### src/rtl/sym_frame_sched.sv
// sym_frame_sched
//   Builds framed 2-bit line symbols for the downstream level encoder and
//   shares it between two byte-stream requesters. A frame is a preamble,
//   FRAME_BYTES data bytes (MSB pair first, four symbols per byte), then an
//   idle gap. Ownership is round-robin and is held for the whole frame.
//
// Handshake: a byte moves on a rising edge where reqN_valid and reqN_ready
//   are both high. reqN_ready depends only on internal state and counters,
//   never on reqN_valid, so a requester may hold valid high indefinitely.
//
// Ports
//   clk, rst                 clock; asynchronous active-high reset
//   req0_valid/data/ready    requester 0 byte stream
//   req1_valid/data/ready    requester 1 byte stream
//   sym_out                  symbol to the level encoder (registered)
//   sym_en                   sym_out carries a preamble or data symbol
//   grant                    one-hot owner of the current frame, 00 when idle
//   busy                     scheduler is not idle
//   frame_done               pulse on the last data symbol of a frame
module sym_frame_sched #(
    parameter int         PREAMBLE_LEN = 4,
    parameter logic [1:0] PREAMBLE_SYM = 2'b10,
    parameter logic [1:0] IDLE_SYM     = 2'b00,
    parameter int         FRAME_BYTES  = 2,
    parameter int         GAP_LEN      = 2
) (
    input  logic       clk,
    input  logic       rst,
    input  logic       req0_valid,
    input  logic [7:0] req0_data,
    output logic       req0_ready,
    input  logic       req1_valid,
    input  logic [7:0] req1_data,
    output logic       req1_ready,
    output logic [1:0] sym_out,
    output logic       sym_en,
    output logic [1:0] grant,
    output logic       busy,
    output logic       frame_done
);

    localparam int            BW       = $clog2(FRAME_BYTES + 1);
    localparam logic [3:0]    PRE_LAST = 4'(PREAMBLE_LEN - 1);
    localparam logic [3:0]    GAP_LAST = 4'(GAP_LEN - 1);
    localparam logic [BW-1:0] FB_ALL   = BW'(FRAME_BYTES);
    localparam logic [BW-1:0] BYTE_ONE = BW'(1);

    typedef enum logic [1:0] {IDLE, PRE, DATA, GAP} state_t;

    state_t        state, state_nxt;
    logic [3:0]    cnt, cnt_nxt;             // preamble / gap cycle counter
    logic [1:0]    sym_cnt, sym_cnt_nxt;     // index of the symbol on sym_out
    logic [BW-1:0] byte_cnt, byte_cnt_nxt;   // bytes accepted this frame
    logic [5:0]    shreg, shreg_nxt;         // remaining symbols of the byte
    logic          last_grant, last_grant_nxt;
    logic [1:0]    sym_out_nxt, grant_nxt;
    logic          sym_en_nxt, busy_nxt, frame_done_nxt;

    logic          rdy, take, sel_valid, pick1;
    logic [7:0]    sel_data;

    // In DATA, sym_en low means the scheduler is stalled waiting for a byte,
    // so ready stays up until the owner delivers it.
    assign rdy = ((state == PRE) && (cnt == PRE_LAST)) ||
                 ((state == DATA) && (!sym_en || (sym_cnt == 2'd3)) &&
                  (byte_cnt < FB_ALL));

    assign req0_ready = rdy & grant[0];
    assign req1_ready = rdy & grant[1];

    assign sel_valid = grant[1] ? req1_valid : req0_valid;
    assign sel_data  = grant[1] ? req1_data  : req0_data;
    assign take      = rdy & sel_valid;

    // On a tie the requester that did not own the previous frame wins.
    assign pick1 = req1_valid && (!req0_valid || !last_grant);

    always_comb begin
        state_nxt      = state;
        cnt_nxt        = cnt;
        sym_cnt_nxt    = sym_cnt;
        byte_cnt_nxt   = byte_cnt;
        shreg_nxt      = shreg;
        last_grant_nxt = last_grant;
        grant_nxt      = grant;
        busy_nxt       = busy;
        sym_out_nxt    = IDLE_SYM;
        sym_en_nxt     = 1'b0;
        frame_done_nxt = 1'b0;

        case (state)
            IDLE: begin
                if (req0_valid || req1_valid) begin
                    state_nxt      = PRE;
                    grant_nxt      = pick1 ? 2'b10 : 2'b01;
                    last_grant_nxt = pick1;
                    busy_nxt       = 1'b1;
                    sym_out_nxt    = PREAMBLE_SYM;
                    sym_en_nxt     = 1'b1;
                    cnt_nxt        = 4'd0;
                    sym_cnt_nxt    = 2'd0;
                    byte_cnt_nxt   = '0;
                end
            end
            PRE: begin
                if (cnt != PRE_LAST) begin
                    cnt_nxt     = cnt + 4'd1;
                    sym_out_nxt = PREAMBLE_SYM;
                    sym_en_nxt  = 1'b1;
                end else begin
                    state_nxt = DATA;
                end
            end
            DATA: begin
                if (!rdy) begin
                    if (sym_cnt != 2'd3) begin
                        sym_cnt_nxt    = sym_cnt + 2'd1;
                        sym_out_nxt    = shreg[5:4];
                        shreg_nxt      = {shreg[3:0], 2'b00};
                        sym_en_nxt     = 1'b1;
                        frame_done_nxt = (sym_cnt == 2'd2) && (byte_cnt == FB_ALL);
                    end else begin
                        state_nxt = GAP;
                        cnt_nxt   = 4'd0;
                    end
                end
            end
            GAP: begin
                if (cnt != GAP_LAST) begin
                    cnt_nxt = cnt + 4'd1;
                end else begin
                    state_nxt = IDLE;
                    grant_nxt = 2'b00;
                    busy_nxt  = 1'b0;
                end
            end
            default: state_nxt = IDLE;
        endcase

        // A byte accepted at this edge starts emitting immediately; a ready
        // cycle without valid leaves the idle defaults (underrun).
        if (take) begin
            state_nxt    = DATA;
            shreg_nxt    = sel_data[5:0];
            sym_out_nxt  = sel_data[7:6];
            sym_en_nxt   = 1'b1;
            sym_cnt_nxt  = 2'd0;
            byte_cnt_nxt = byte_cnt + BYTE_ONE;
        end
    end

    always_ff @(posedge clk or posedge rst) begin
        if (rst) begin
            state      <= IDLE;
            cnt        <= 4'd0;
            sym_cnt    <= 2'd0;
            byte_cnt   <= '0;
            shreg      <= 6'd0;
            last_grant <= 1'b1;
            grant      <= 2'b00;
            busy       <= 1'b0;
            sym_out    <= IDLE_SYM;
            sym_en     <= 1'b0;
            frame_done <= 1'b0;
        end else begin
            state      <= state_nxt;
            cnt        <= cnt_nxt;
            sym_cnt    <= sym_cnt_nxt;
            byte_cnt   <= byte_cnt_nxt;
            shreg      <= shreg_nxt;
            last_grant <= last_grant_nxt;
            grant      <= grant_nxt;
            busy       <= busy_nxt;
            sym_out    <= sym_out_nxt;
            sym_en     <= sym_en_nxt;
            frame_done <= frame_done_nxt;
        end
    end

endmodule

### config.mk
export PLATFORM = sky130hd
export DESIGN_NAME = sym_frame_sched
export DESIGN_NICKNAME = d
export VERILOG_FILES = /design/src/rtl/sym_frame_sched.sv
export SDC_FILE = /design/constraint.sdc
export NUM_CORES = 1
export LEC_CHECK = 0
export BUFFER_PORTS_ARGS = -buffer_cell sky130_fd_sc_hd__buf_4
export CORE_UTILIZATION = 49
export CTS_CLUSTER_SIZE = 30
export DETAILED_ROUTE_END_ITERATION = 8
export PLACE_DENSITY = 0.75
export SYNTH_ARGS = -nofsm -noshare
export SYNTH_HDL_FRONTEND = slang
export SYNTH_SLANG_ARGS = --single-unit
### constraint.sdc
create_clock -name clk -period 2.3 [get_ports clk]
set_input_delay 0.46 -clock clk [delete_from_list [all_inputs] [get_ports clk]]
set_output_delay 0.46 -clock clk [all_outputs]
set_load 0.02 [all_outputs]
# After elaboration in Yosys (flattened, before gate mapping)
# Index checks and enable logic that the tools add are counted.
[word_totals]
regBits = 24
word_cells = 114
[op_classes]
add_sub_neg = 3
n_lt_le_gt_ge = 1
n_eq_ne = 23
muxes = 47
bitwise_logic = 3
n_reduce_logical = 26
[ops]
columns = ["op", "n"]
rows = [
  ["$mux 2", 19],
  ["$mux 6", 4],
  ["$mux 4", 5],
  ["$pmux 4 s4", 1],
  ["$ne 3x3->1 const B", 5],
  ["$ne 2x2->1 const B", 6],
  ["$mux 1", 11],
  ["$eq 2x2->1 const B", 5],
  ["$reduce_and 5->1", 2],
  ["$reduce_bool 2->1", 5],
  ["$mux 8", 1],
  ["$pmux 2 s2", 2],
  ["$pmux 2 s4", 1],
  ["$pmux 2 s3", 1],
  ["$reduce_and 3->1", 2],
  ["$logic_and 1x1->1", 5],
  ["$add 2x1->2 const B", 2],
  ["$add 4x1->4 const B", 1],
  ["$eq 4x2->1 const B", 1],
  ["$logic_or 1x1->1", 4],
  ["$ne 2x1->1 const B", 2],
  ["$ne 4x1->1 const B", 1],
  ["$ne 4x2->1 const B", 1],
  ["$reduce_and 2->1", 2],
  ["10 further kinds", 14],
]

# Longest topological paths before layout
# Gate-level depths: netlist of run 1.
[depth]
word_depth = 8
mapped_depth = 8
depth_no_buf = 7

# Worst setup path before layout of run 1
# No wires, ideal clock.
[synth_path]
path_kind = "register to output"
startpoint = "reg state[0]"
endpoint = "out req0_ready"
arrival_ns = 1.379
required_ns = 1.840
slack_ns = 0.461
stages_incl_launch_ff = 6
n_path_buf = 0
cell_sequence = "dfrtp_1 -> inv_1 -> ha_1 -> and2b_1 -> a32o_2 -> and2_1"
[synth_via]
elab_chain_cells = 5
[synth_lines]
columns = ["element", "line", "text"]
rows = [
  ["start: declaration", "50", "state_t state, state_nxt;"],
  ["start signal: assignment", "166", "state <= state_nxt;"],
  ["$eq 2x2->1", "65", "((state == DATA) && (!sym_en || (sym_cnt == 2'd3)) &&"],
  ["$logic_and 1x1->1 (2 in a row)", "65", ""],
  ["$logic_or 1x1->1 (*)", "64", "assign rdy = ((state == PRE) && (cnt == PRE_LAST)) ||"],
  ["$and 1x1->1 (*)", "68", "assign req0_ready = rdy & grant[0];"],
  ["end: declaration", "31", "output logic req0_ready,"],
]
# Every way passes the cells marked *; elsewhere a longest branch is shown, timed or not.

# Worst setup path in the final report of run 1
[layout_path]
startpoint = "reg state[1]"
endpoint = "out req0_ready"
# The elaborated chain is that of the path after synthesis.

==> results.py, run 1 <==
metrics = {
    "synthesis": {
        "synth.most_common_cell": "dfrtp_1",
        "yosysWarningCount": 0,
        "syn_area_per_cell_sq_um": 9.87,
        "syn_area_sq_mm": 0.00142,
        "synth_top_area_share_pct": 40.5,
        "async_flop_share_pct": 100,
        "ys_seq_area_share_pct": 42.3,
        "yosys-top-cells-count": "dfrtp_1 (23), o21ai_0 (15), nor2_1 (12)",
        "ys_types": 41,
        "syn-instance-count": 144,
        "synth_seq_cells": 24,
        "synth_edf_count": 0,
        "yosys-top-cells-area": "dfrtp_1 (40%), ha_1 (7.9%), mux2i_1 (5.6%)",
        "synth_top_cell_by_area": "dfrtp_1",
        "synth_nets": 173,
        "ys.flop_type": "dfrtp_1",
    },
    "clocking": {
        "cts.reportedPaths.clkPinSlew_ns": 0.14,
        "postCtsHoldBufs": 0,
        "clkSinkCount": 24,
        "h-tree-depth": 1,
        "numCtsBuffers": 3,
        "cts-root-buf": "clkbuf_4",
        "clk_latency_ns": 0.32,
        "cts_tree": "done",
        "clk_path_buf_depth": 2,
    },
    "outcome": {
        "outcome": "complete, no violations",
    },
    "detailed_routing": {
        "ant_nets": 0,
        "vias_per_cell": 5.70,
        "wirelength_microns": 3120,
        "drc": 0,
        "initialDrtViolationCount": 43,
        "vias": 1203,
        "first_pass_iters": 6,
        "wl_per_cell_microns": 14.8,
    },
    "timing": {
        "tightest_slew_ns": 0.553,
        "fin_crit_sh_pct": 98.9,
        "max_freq_mhz": 440,
        "setup_viol": 0,
        "slew_headroom_pct": 62.7,
        "setup_ws_ns": 0.0258,
        "whs_ns": 0.162,
        "slew_viol_final": 0,
        "period_minus_slack_ns": 2.27,
        "skew_ns": 0.00862,
        "hold_violations": 0,
    },
    "grt": {
        "grt_max_degree": 25,
        "use_met3_pct": 2.56,
        "grtUsageMet1_pct": 25.2,
        "grt.total_usage_pct": 21.3,
        "grt_overflow": 0,
        "antenna_found_initial": 0,
        "top_usage_layer": "met2",
        "grt_pass1_vias": 1246,
        "grt_pass1_wl_microns": 5280,
        "met2_usage_pct": 38.9,
    },
    "setup_path": {
        "crit_type": "flip-flop to primary output",
        "r2r_start": "state[1]",
        "rrSetupSlack_ns": 0.12,
        "crit_arrival_ns": 1.81,
        "required_ns": 1.84,
        "rr_endpoint": "state[1]",
        "critPathMaxFanout": 6,
        "r2r_cells": 7,
        "crit_end": "req0_ready",
        "setup.worst_path.start": "state[1]",
        "cp-end-kind": "primary output",
        "cp-start-kind": "flip-flop",
    },
    "final_layout": {
        "nets": 210,
        "layout.cells.non_filler": 211,
        "area_delta_synth_final_pct": 23.2,
        "final_util_pct": 63.5,
        "drive_gt1_share_pct": 29.4,
        "antenna_cells": 0,
    },
    "floorplan": {
        "initial_core_util_pct": 51.5,
        "io_pins": 29,
        "die_h_microns": 55.9,
        "die_w_microns": 55.9,
        "rows": 19,
        "die_area_sq_mm": 0.00312,
        "core_sq_mm": 0.00276,
    },
    "placement": {
        "port-buffer-count": 28,
        "place_inst": 203,
        "dp_hpwl_microns": 2330,
        "place_congestion": 0.811,
        "dp_slack_ns": 0.235,
    },
    "power": {
        "power_leakage_nw": 0.837,
        "power_density_mw_per_mm2": 1310,
        "ir_worst_vdd_mv": 0.864,
    },
    "min_path": {
        "hp-class": "primary input to asynchronous set/reset pin",
    },
    "run": {
        "cap_violations": 0,
    },
}
==> per-layer routing <==
metal | share of wire (%) | vias to the layer above
met5 | 0 | -
met4 | 1.2 | 0
met3 | 3.0 | 4
met2 | 52 | 31
met1 | 44 | 574
li1 | - | 594
==> logic make-up (layout without fill, tap and decap cells) <==
logic type / Yosys count / after routing / synth area share (%)
AO/OA/AOI/OAI: 42 / 42 / 21.2
multiplexers: 9 / 9 / 6.43
adder cells (fa/ha/maj): 9 / 9 / 7.92
buffers and inverters: 10 / 46 / 2.73
flip-flops: 24 / 24 / 42.3
AND/OR/NAND/NOR: 50 / 50 / 19.4
==> area by class of cell <==
type / instances / area, sq um
fillers: 231 / 1010
flip-flops and latches: 24 / 602
multi-input cells: 110 / 785
repair buffers: 35 / 263
well taps: 31 / 38.8
inverters: 7 / 26.3
clock buffers: 4 / 36.3
==> how the worst min path moves through the flow <==
| stage | slack (ns) | to | startpoint |
|---|---|---|---|
| floorplan | 0.46 | shreg[0] | shreg[0] |
| global placement | 0.48 | shreg[1] | shreg[1] |
| detailed placement | 0.48 | shreg[0] | shreg[0] |
| CTS | 0.17 | shreg[0] | rst |
| global route | 0.22 | shreg[0] | rst |
| finish | 0.16 | shreg[0] | rst |
==> layout by cell type (no fill, tap or decap), drive strengths merged, types with 2 or more instances in the layout <==
cell / count
a221o: 4
nor2: 15
and3: 2
nand2b: 3
clkbuf: 4
buf: 35
o31ai: 3
o21ai: 15
nand3: 5
mux2i: 8
inv: 7
o2bb2ai: 2
o211ai: 2
a21oi: 5
nand4: 2
and2: 4
nand2: 10
ha: 9
a21o: 2
nor2b: 3
a31oi: 3
dfrtp: 23
==> power breakdown <==
part           switching (mW)  total (mW)  leakage [nW]  internal (mW)
clock                   0.128       0.225        0.0210         0.0967
sequential              0.123       0.717         0.308          0.594
combinational           0.756        1.36         0.509          0.602
total                    1.01        2.30         0.837           1.29
==> stage by stage <==
step / instance area (sq um) / TNS (ns) / power (mW)
after floorplan: 1420 / 0 / 1.64
after global placement: 1680 / 0 / 1.96
after detailed placement: 1680 / 0 / 2.01
after CTS: 1720 / 0 / 2.24
after global routing: 1750 / -0.0999 / 2.48
final: 1750 / 0 / 2.30
==> flip-flops by register name, indices dropped and copies added, names as in the netlist <==
signal and flops:
shreg 6, cnt 4, byte_cnt 2, grant 2, state 2, sym_cnt 2
sym_out 2, busy 1, frame_done 1, last_grant 1, sym_en 1
==> repair_timing <==
item | in CTS | in global routing
endpoints found under the setup margin | 0 | 2
gates resized for setup | 0 | 3
buffers inserted | 0 | 4
==> critical path, stage by stage, from the launching register on <==
cell,delay (ns)
dfrtp_1,0.44
inv_1,0.10
ha_1,0.28
a32o_2,0.35
and2_1,0.18
buf_4,0.15
(Power assumes the default switching activity.)
==> inputs of run 2 (changes only) <==
- BUFFER_PORTS_ARGS: -buffer_cell sky130_fd_sc_hd__buf_4 -> unset
- CELL_PAD_IN_SITES_DETAIL_PLACEMENT: unset -> 1
- CELL_PAD_IN_SITES_GLOBAL_PLACEMENT: unset -> 1
- CORE_UTILIZATION: 49 -> 47
- DONT_BUFFER_PORTS: unset -> 1
- PLACE_DENSITY: 0.75 -> unset
- PLACE_DENSITY_LB_ADDON: unset -> 0.1
==> run 2 against run 1 <==
  * The flow now finishes with violations (DRC)
  * Die area rose by 4.1%
  * Clock skew fell by 0.0030 ns
  * Critical path depth did not move
  * Largest cell class unchanged
  * Sequential power rose by 7.8%
  * Final area fell by 11%
  * Sequential cell count did not move
  * Via count fell by 4.8%
==> results.py, run 2 (same netlist as run 1, synthesis figures left out) <==
metrics = {
    "detailed_routing": {
        "vias": 1145,
        "first_pass_iters": 7,
        "initialDrtViolationCount": 42,
        "vias_per_cell": 6.26,
        "wirelength_microns": 3390,
        "drc": 5,
        "wl_per_cell_microns": 18.5,
        "ant_nets": 0,
    },
    "final_layout": {
        "area_delta_synth_final_pct": 9.42,
        "regMostFlops": "shreg",
        "final_common_cell": "dfrtp_1",
        "layout.cells.non_filler": 183,
        "largestRegisters": "shreg (6), cnt (4)",
        "final_cell_mix": "dfrtp_1 (23), o21ai_0 (15), nor2_1 (12)",
        "drive_gt1_share_pct": 15.8,
        "fill_cells": 306,
        "largest_reg_flops": 6,
        "antenna_cells": 0,
        "nets": 182,
        "final_util_pct": 55.4,
    },
    "run": {
        "cap_violations": 0,
    },
    "clocking": {
        "clkSinkCount": 24,
        "numCtsBuffers": 3,
        "cts_tree": "done",
        "cts-root-buf": "clkbuf_4",
        "clk_latency_ns": 0.32,
        "clk_path_buf_depth": 2,
        "cts.reportedPaths.clkPinSlew_ns": 0.14,
        "h-tree-depth": 1,
    },
    "grt": {
        "grt_pass1_vias": 1170,
        "grt_overflow": 0,
        "grt_max_degree": 25,
        "antenna_found_initial": 0,
        "grt_pass1_wl_microns": 5600,
        "grt.total_usage_pct": 22.3,
    },
    "setup_path": {
        "slowest_stage": "dfrtp_1",
        "crit_arrival_ns": 1.79,
        "critPathMaxFanout": 7,
        "cp_cell_sequence": "inv_1, ha_1, and2b_1, a32o_2, and2_2",
        "crit_type": "flip-flop to primary output",
        "cp-end-kind": "primary output",
        "cp-start-kind": "flip-flop",
        "max_stage_delay_ns": 0.41,
        "required_ns": 1.84,
    },
    "floorplan": {
        "io_pins": 29,
        "die_h_microns": 57.0,
        "rows": 19,
        "core_sq_mm": 0.00281,
        "initial_core_util_pct": 50.7,
        "die_w_microns": 57.0,
        "die_area_sq_mm": 0.00325,
    },
    "timing": {
        "hold_violations": 0,
        "slew_viol_final": 0,
        "skew_ns": 0.00564,
        "setup_viol": 0,
        "fin_crit_sh_pct": 97.9,
        "slew_headroom_pct": 58.2,
        "whs_ns": 0.0452,
        "max_freq_mhz": 444,
        "tightest_slew_ns": 0.621,
        "period_minus_slack_ns": 2.25,
    },
    "placement": {
        "dp_hpwl_microns": 2510,
        "place_inst": 176,
        "port-buffer-count": 0,
        "place_congestion": 0.728,
    },
    "power": {
        "power_leakage_nw": 0.710,
        "ir_worst_vdd_mv": 0.548,
        "power_density_mw_per_mm2": 1480,
        "power_mw": 2.30,
    },
    "outcome": {
        "failed_checks": "DRC",
        "outcome": "finished, violations left",
    },
    "min_path": {
        "hp-class": "primary input to asynchronous set/reset pin",
    },
}
run 2: cell count changes in the layout (fill, tap and decap cells not counted), sizes merged:
cell,change
buf,-28
bufinv,+1
clkbuf,-1
run 2: routing by layer:
| metal | global-route usage (%) | wire length [microns] | vias up |
|---|---|---|---|
| met1 | 30.9 | 1610 | 579 |
| met5 | 0 | 0 | - |
| met4 | 6.27 | 27 | 0 |
| met3 | 3.63 | 96 | 4 |
| met2 | 36.3 | 1660 | 19 |
| li1 | - | - | 543 |
run 2: path summary, 6_finish.rpt:
| check | start | to | slack (ns) | cells past startpoint |
|---|---|---|---|---|
| setup / recovery | state[0] | req1_ready | 0.05 | 5 |
| hold / removal | rst | shreg[0] | 0.05 | 2 |
| min in group clk | req0_valid | last_grant | 0.19 | 1 |
| hold reg to reg | shreg[0] | shreg[0] | 0.51 | 1 |
| max in group asynchronous | rst | last_grant | 1.96 | 2 |
| setup reg to reg | state[0] | shreg[5] | 0.18 | 8 |
run 2: area by class of cell:
type / instances / area, sq um / share of cell area, %
tap: 31 / 38.8 / 2.49
sequential: 24 / 602 / 38.7
inverter: 7 / 26.3 / 1.69
timing repair buffer: 7 / 52.6 / 3.38
clock buffer: 3 / 22.5 / 1.45
multi-input combinational: 110 / 783 / 50.4
clock inverter: 1 / 30.0 / 1.93
run 2: report_power, final:
| part | switching (mW) | total [mW] | internal [mW] |
|---|---|---|---|
| Combinational | 0.713 | 1.22 | 0.506 |
| Sequential | 0.179 | 0.773 | 0.594 |
| Clock | 0.132 | 0.308 | 0.176 |
run 2: timing repair:
item,4_1_cts,5_1_grt
hold buffers,0,0
setup buffers,0,3
endpoints found under the setup margin,0,2
gates resized for setup,0,2
run 2: stage by stage:
stage	instance area, sq um	TNS [ns]	worst slack, ns
final	1560	0	0.0483
after global routing	1560	-0.0809	-0.0420
after CTS	1530	0	0.0341
after detailed placement	1480	0	0.292
after global placement	1480	0	0.405
after floorplan	1420	0	0.461
run 2: worst max-delay path, delay by kind of cell (launching register included):
family / cells / cell delay, ns
and+or+nand+nor: 2 / 0.47
DFF: 1 / 0.41
buffers and inverters: 1 / 0.09
AOI/OAI and AO/OA: 1 / 0.28
adders and majority gates: 1 / 0.23
==> inputs of run 3 (changes only) <==
- SETUP_SLACK_MARGIN: unset -> 0.1
==> run 3 against run 2 <==
  * Sequential cell count stayed put
  * Largest power group unchanged
  * Register-to-register slack gained 0.02 ns
  * Sequential share of layout area down 0.94 points
  * Global-route usage grew 0.97 points
  * The run still ends with DRC left
  * Die area stayed put
  * Combinational power grew 7%
  * Non-clock buffer count increased by 4
  * Via count increased by 0.26%
  * Worst setup slack better by 0.10 ns
==> results.py, run 3 (same netlist as run 1, synthesis figures left out) <==
metrics = {
    "clocking": {
        "cts_tree": "done",
        "h-tree-depth": 1,
        "cts.reportedPaths.clkPinSlew_ns": 0.14,
        "clk_path_buf_depth": 2,
        "clkSinkCount": 24,
        "clk_latency_ns": 0.31,
        "cts-root-buf": "clkbuf_4",
        "postCtsHoldBufs": 0,
        "numCtsBuffers": 3,
    },
    "power": {
        "power_leakage_nw": 0.728,
        "clkPwrFrac_pct": 12.9,
        "seq_power_share_pct": 32.4,
        "switching_share_pct": 44.4,
        "power_mw": 2.39,
        "switchingPower_mw": 1.06,
        "ir_worst_vdd_mv": 0.633,
        "power_density_mw_per_mm2": 1500,
        "internal-power_mw": 1.33,
        "p_comb_share_pct": 54.7,
    },
    "timing": {
        "tightest_slew_ns": 0.570,
        "fin_tns_setup_ns": 0,
        "period_minus_slack_ns": 2.15,
        "slew_viol_final": 0,
        "max_freq_mhz": 465,
        "setup_viol": 0,
        "skew_ns": 0.00304,
        "fin_crit_sh_pct": 93.5,
        "slew_headroom_pct": 61.6,
        "rsz0062_at_grt": "no",
        "hold_violations": 0,
        "whs_ns": 0.0539,
    },
    "setup_path": {
        "critPathMaxFanout": 4,
        "timing.critical_path.buf_inv": 0,
        "max_stage_delay_ns": 0.43,
        "crit_arrival_ns": 1.69,
        "cp-start-kind": "flip-flop",
        "cpLargestDelayFamily": "flip-flops",
        "required_ns": 1.84,
        "crit_type": "flip-flop to primary output",
        "cp_cell_sequence": "ha_1, nand2b_1, a32o_2, and2_4",
        "slowest_stage": "dfrtp_1",
        "cp-end-kind": "primary output",
    },
    "grt": {
        "grt.total_usage_pct": 23.3,
        "grt_pass1_wl_microns": 5800,
        "grt_overflow": 0,
        "antenna_found_initial": 0,
        "grt_max_degree": 25,
        "grt_pass1_vias": 1182,
    },
    "final_layout": {
        "final_cell_mix": "dfrtp_1 (23), o21ai_0 (15), nor2_1 (12)",
        "fin_area_sq_mm": 0.00159,
        "multi_input_area_sq_um": 792,
        "largest_reg_flops": 6,
        "regMostFlops": "shreg",
        "register_area_sq_um": 602,
        "nets": 186,
        "fill_cells": 321,
        "drive_gt1_share_pct": 20.5,
        "area_delta_synth_final_pct": 12.1,
        "final_common_cell": "dfrtp_1",
        "largestRegisters": "shreg (6), cnt (4)",
        "final_util_pct": 56.8,
        "antenna_cells": 0,
    },
    "detailed_routing": {
        "vias": 1148,
        "wl_per_cell_microns": 19.1,
        "ant_nets": 0,
        "drc": 5,
        "initialDrtViolationCount": 36,
        "first_pass_iters": 6,
        "wirelength_microns": 3580,
        "vias_per_cell": 6.14,
    },
    "floorplan": {
        "die_w_microns": 57.0,
        "die_h_microns": 57.0,
        "initial_core_util_pct": 50.7,
        "rows": 19,
        "io_pins": 29,
        "core_sq_mm": 0.00281,
        "die_area_sq_mm": 0.00325,
    },
    "placement": {
        "dp_hpwl_microns": 2510,
        "place_congestion": 0.728,
        "port-buffer-count": 0,
        "place_area_sq_mm": 0.00148,
    },
    "run": {
        "cap_violations": 0,
    },
    "outcome": {
        "outcome": "finished, violations left",
        "failed_checks": "DRC",
    },
    "min_path": {
        "hp-class": "primary input to asynchronous set/reset pin",
    },
}
run 3: changes by cell type in the layout (fill, tap and decap cells not counted):
cell	change
and2b_2	+1
inv_2	+1
and2_4	+2
buf_4	+4
ha_2	+2
and2b_1	-1
and2_2	-2
ha_1	-2
inv_1	-1
run 3: through the flow:
stage                     std cells  setup slack, ns
after floorplan                 144            0.461
after global placement          176            0.405
after detailed placement        176            0.292
after CTS                       183            0.117
after global routing            187           0.0949
final                           187            0.149
run 3: timing repair:
action | CTS | global route
pin swaps | 1 | 1
buffers inserted | 3 | 4
gates resized for setup | 6 | 2
setup endpoints to repair | 2 | 7
run 3: power by group through the flow:
stage	combinational, mW	sequential [mW]	clock, mW
finish	1.31	0.773	0.309
detailed placement	1.17	0.782	0
global placement	1.12	0.778	0
global route	1.45	0.792	0.331
floorplan	0.886	0.754	0
CTS	1.24	0.772	0.318
run 3: layout make-up:
| cell class | instances | area share [%] |
|---|---|---|
| clock buffers | 3 | 1.41 |
| clock inverters | 1 | 1.88 |
| inverters | 7 | 1.65 |
| multi-input cells | 110 | 49.7 |
| flip-flops and latches | 24 | 37.8 |
| well taps | 31 | 2.43 |
| repair buffers | 11 | 5.18 |
run 3: worst paths after layout:
path	start	depth (start not counted)	slack, ns	end
max reg2reg	sym_cnt[1]	7	0.20	state[1]
max	sym_cnt[1]	4	0.15	req0_ready
max in group asynchronous	rst	2	1.95	last_grant
min reg2reg	shreg[0]	1	0.51	shreg[0]
min	rst	2	0.05	byte_cnt[1]
min in group clk	req0_valid	1	0.20	last_grant
run 3: routing by layer:
| layer | GRT usage, % | share of wire (%) | up-vias |
|---|---|---|---|
| met4 | 5.57 | 0.76 | 0 |
| met3 | 3.63 | 4.6 | 4 |
| met5 | 0 | 0 | - |
| met2 | 39.0 | 50 | 25 |
| met1 | 31.8 | 45 | 573 |
| li1 | - | - | 546 |
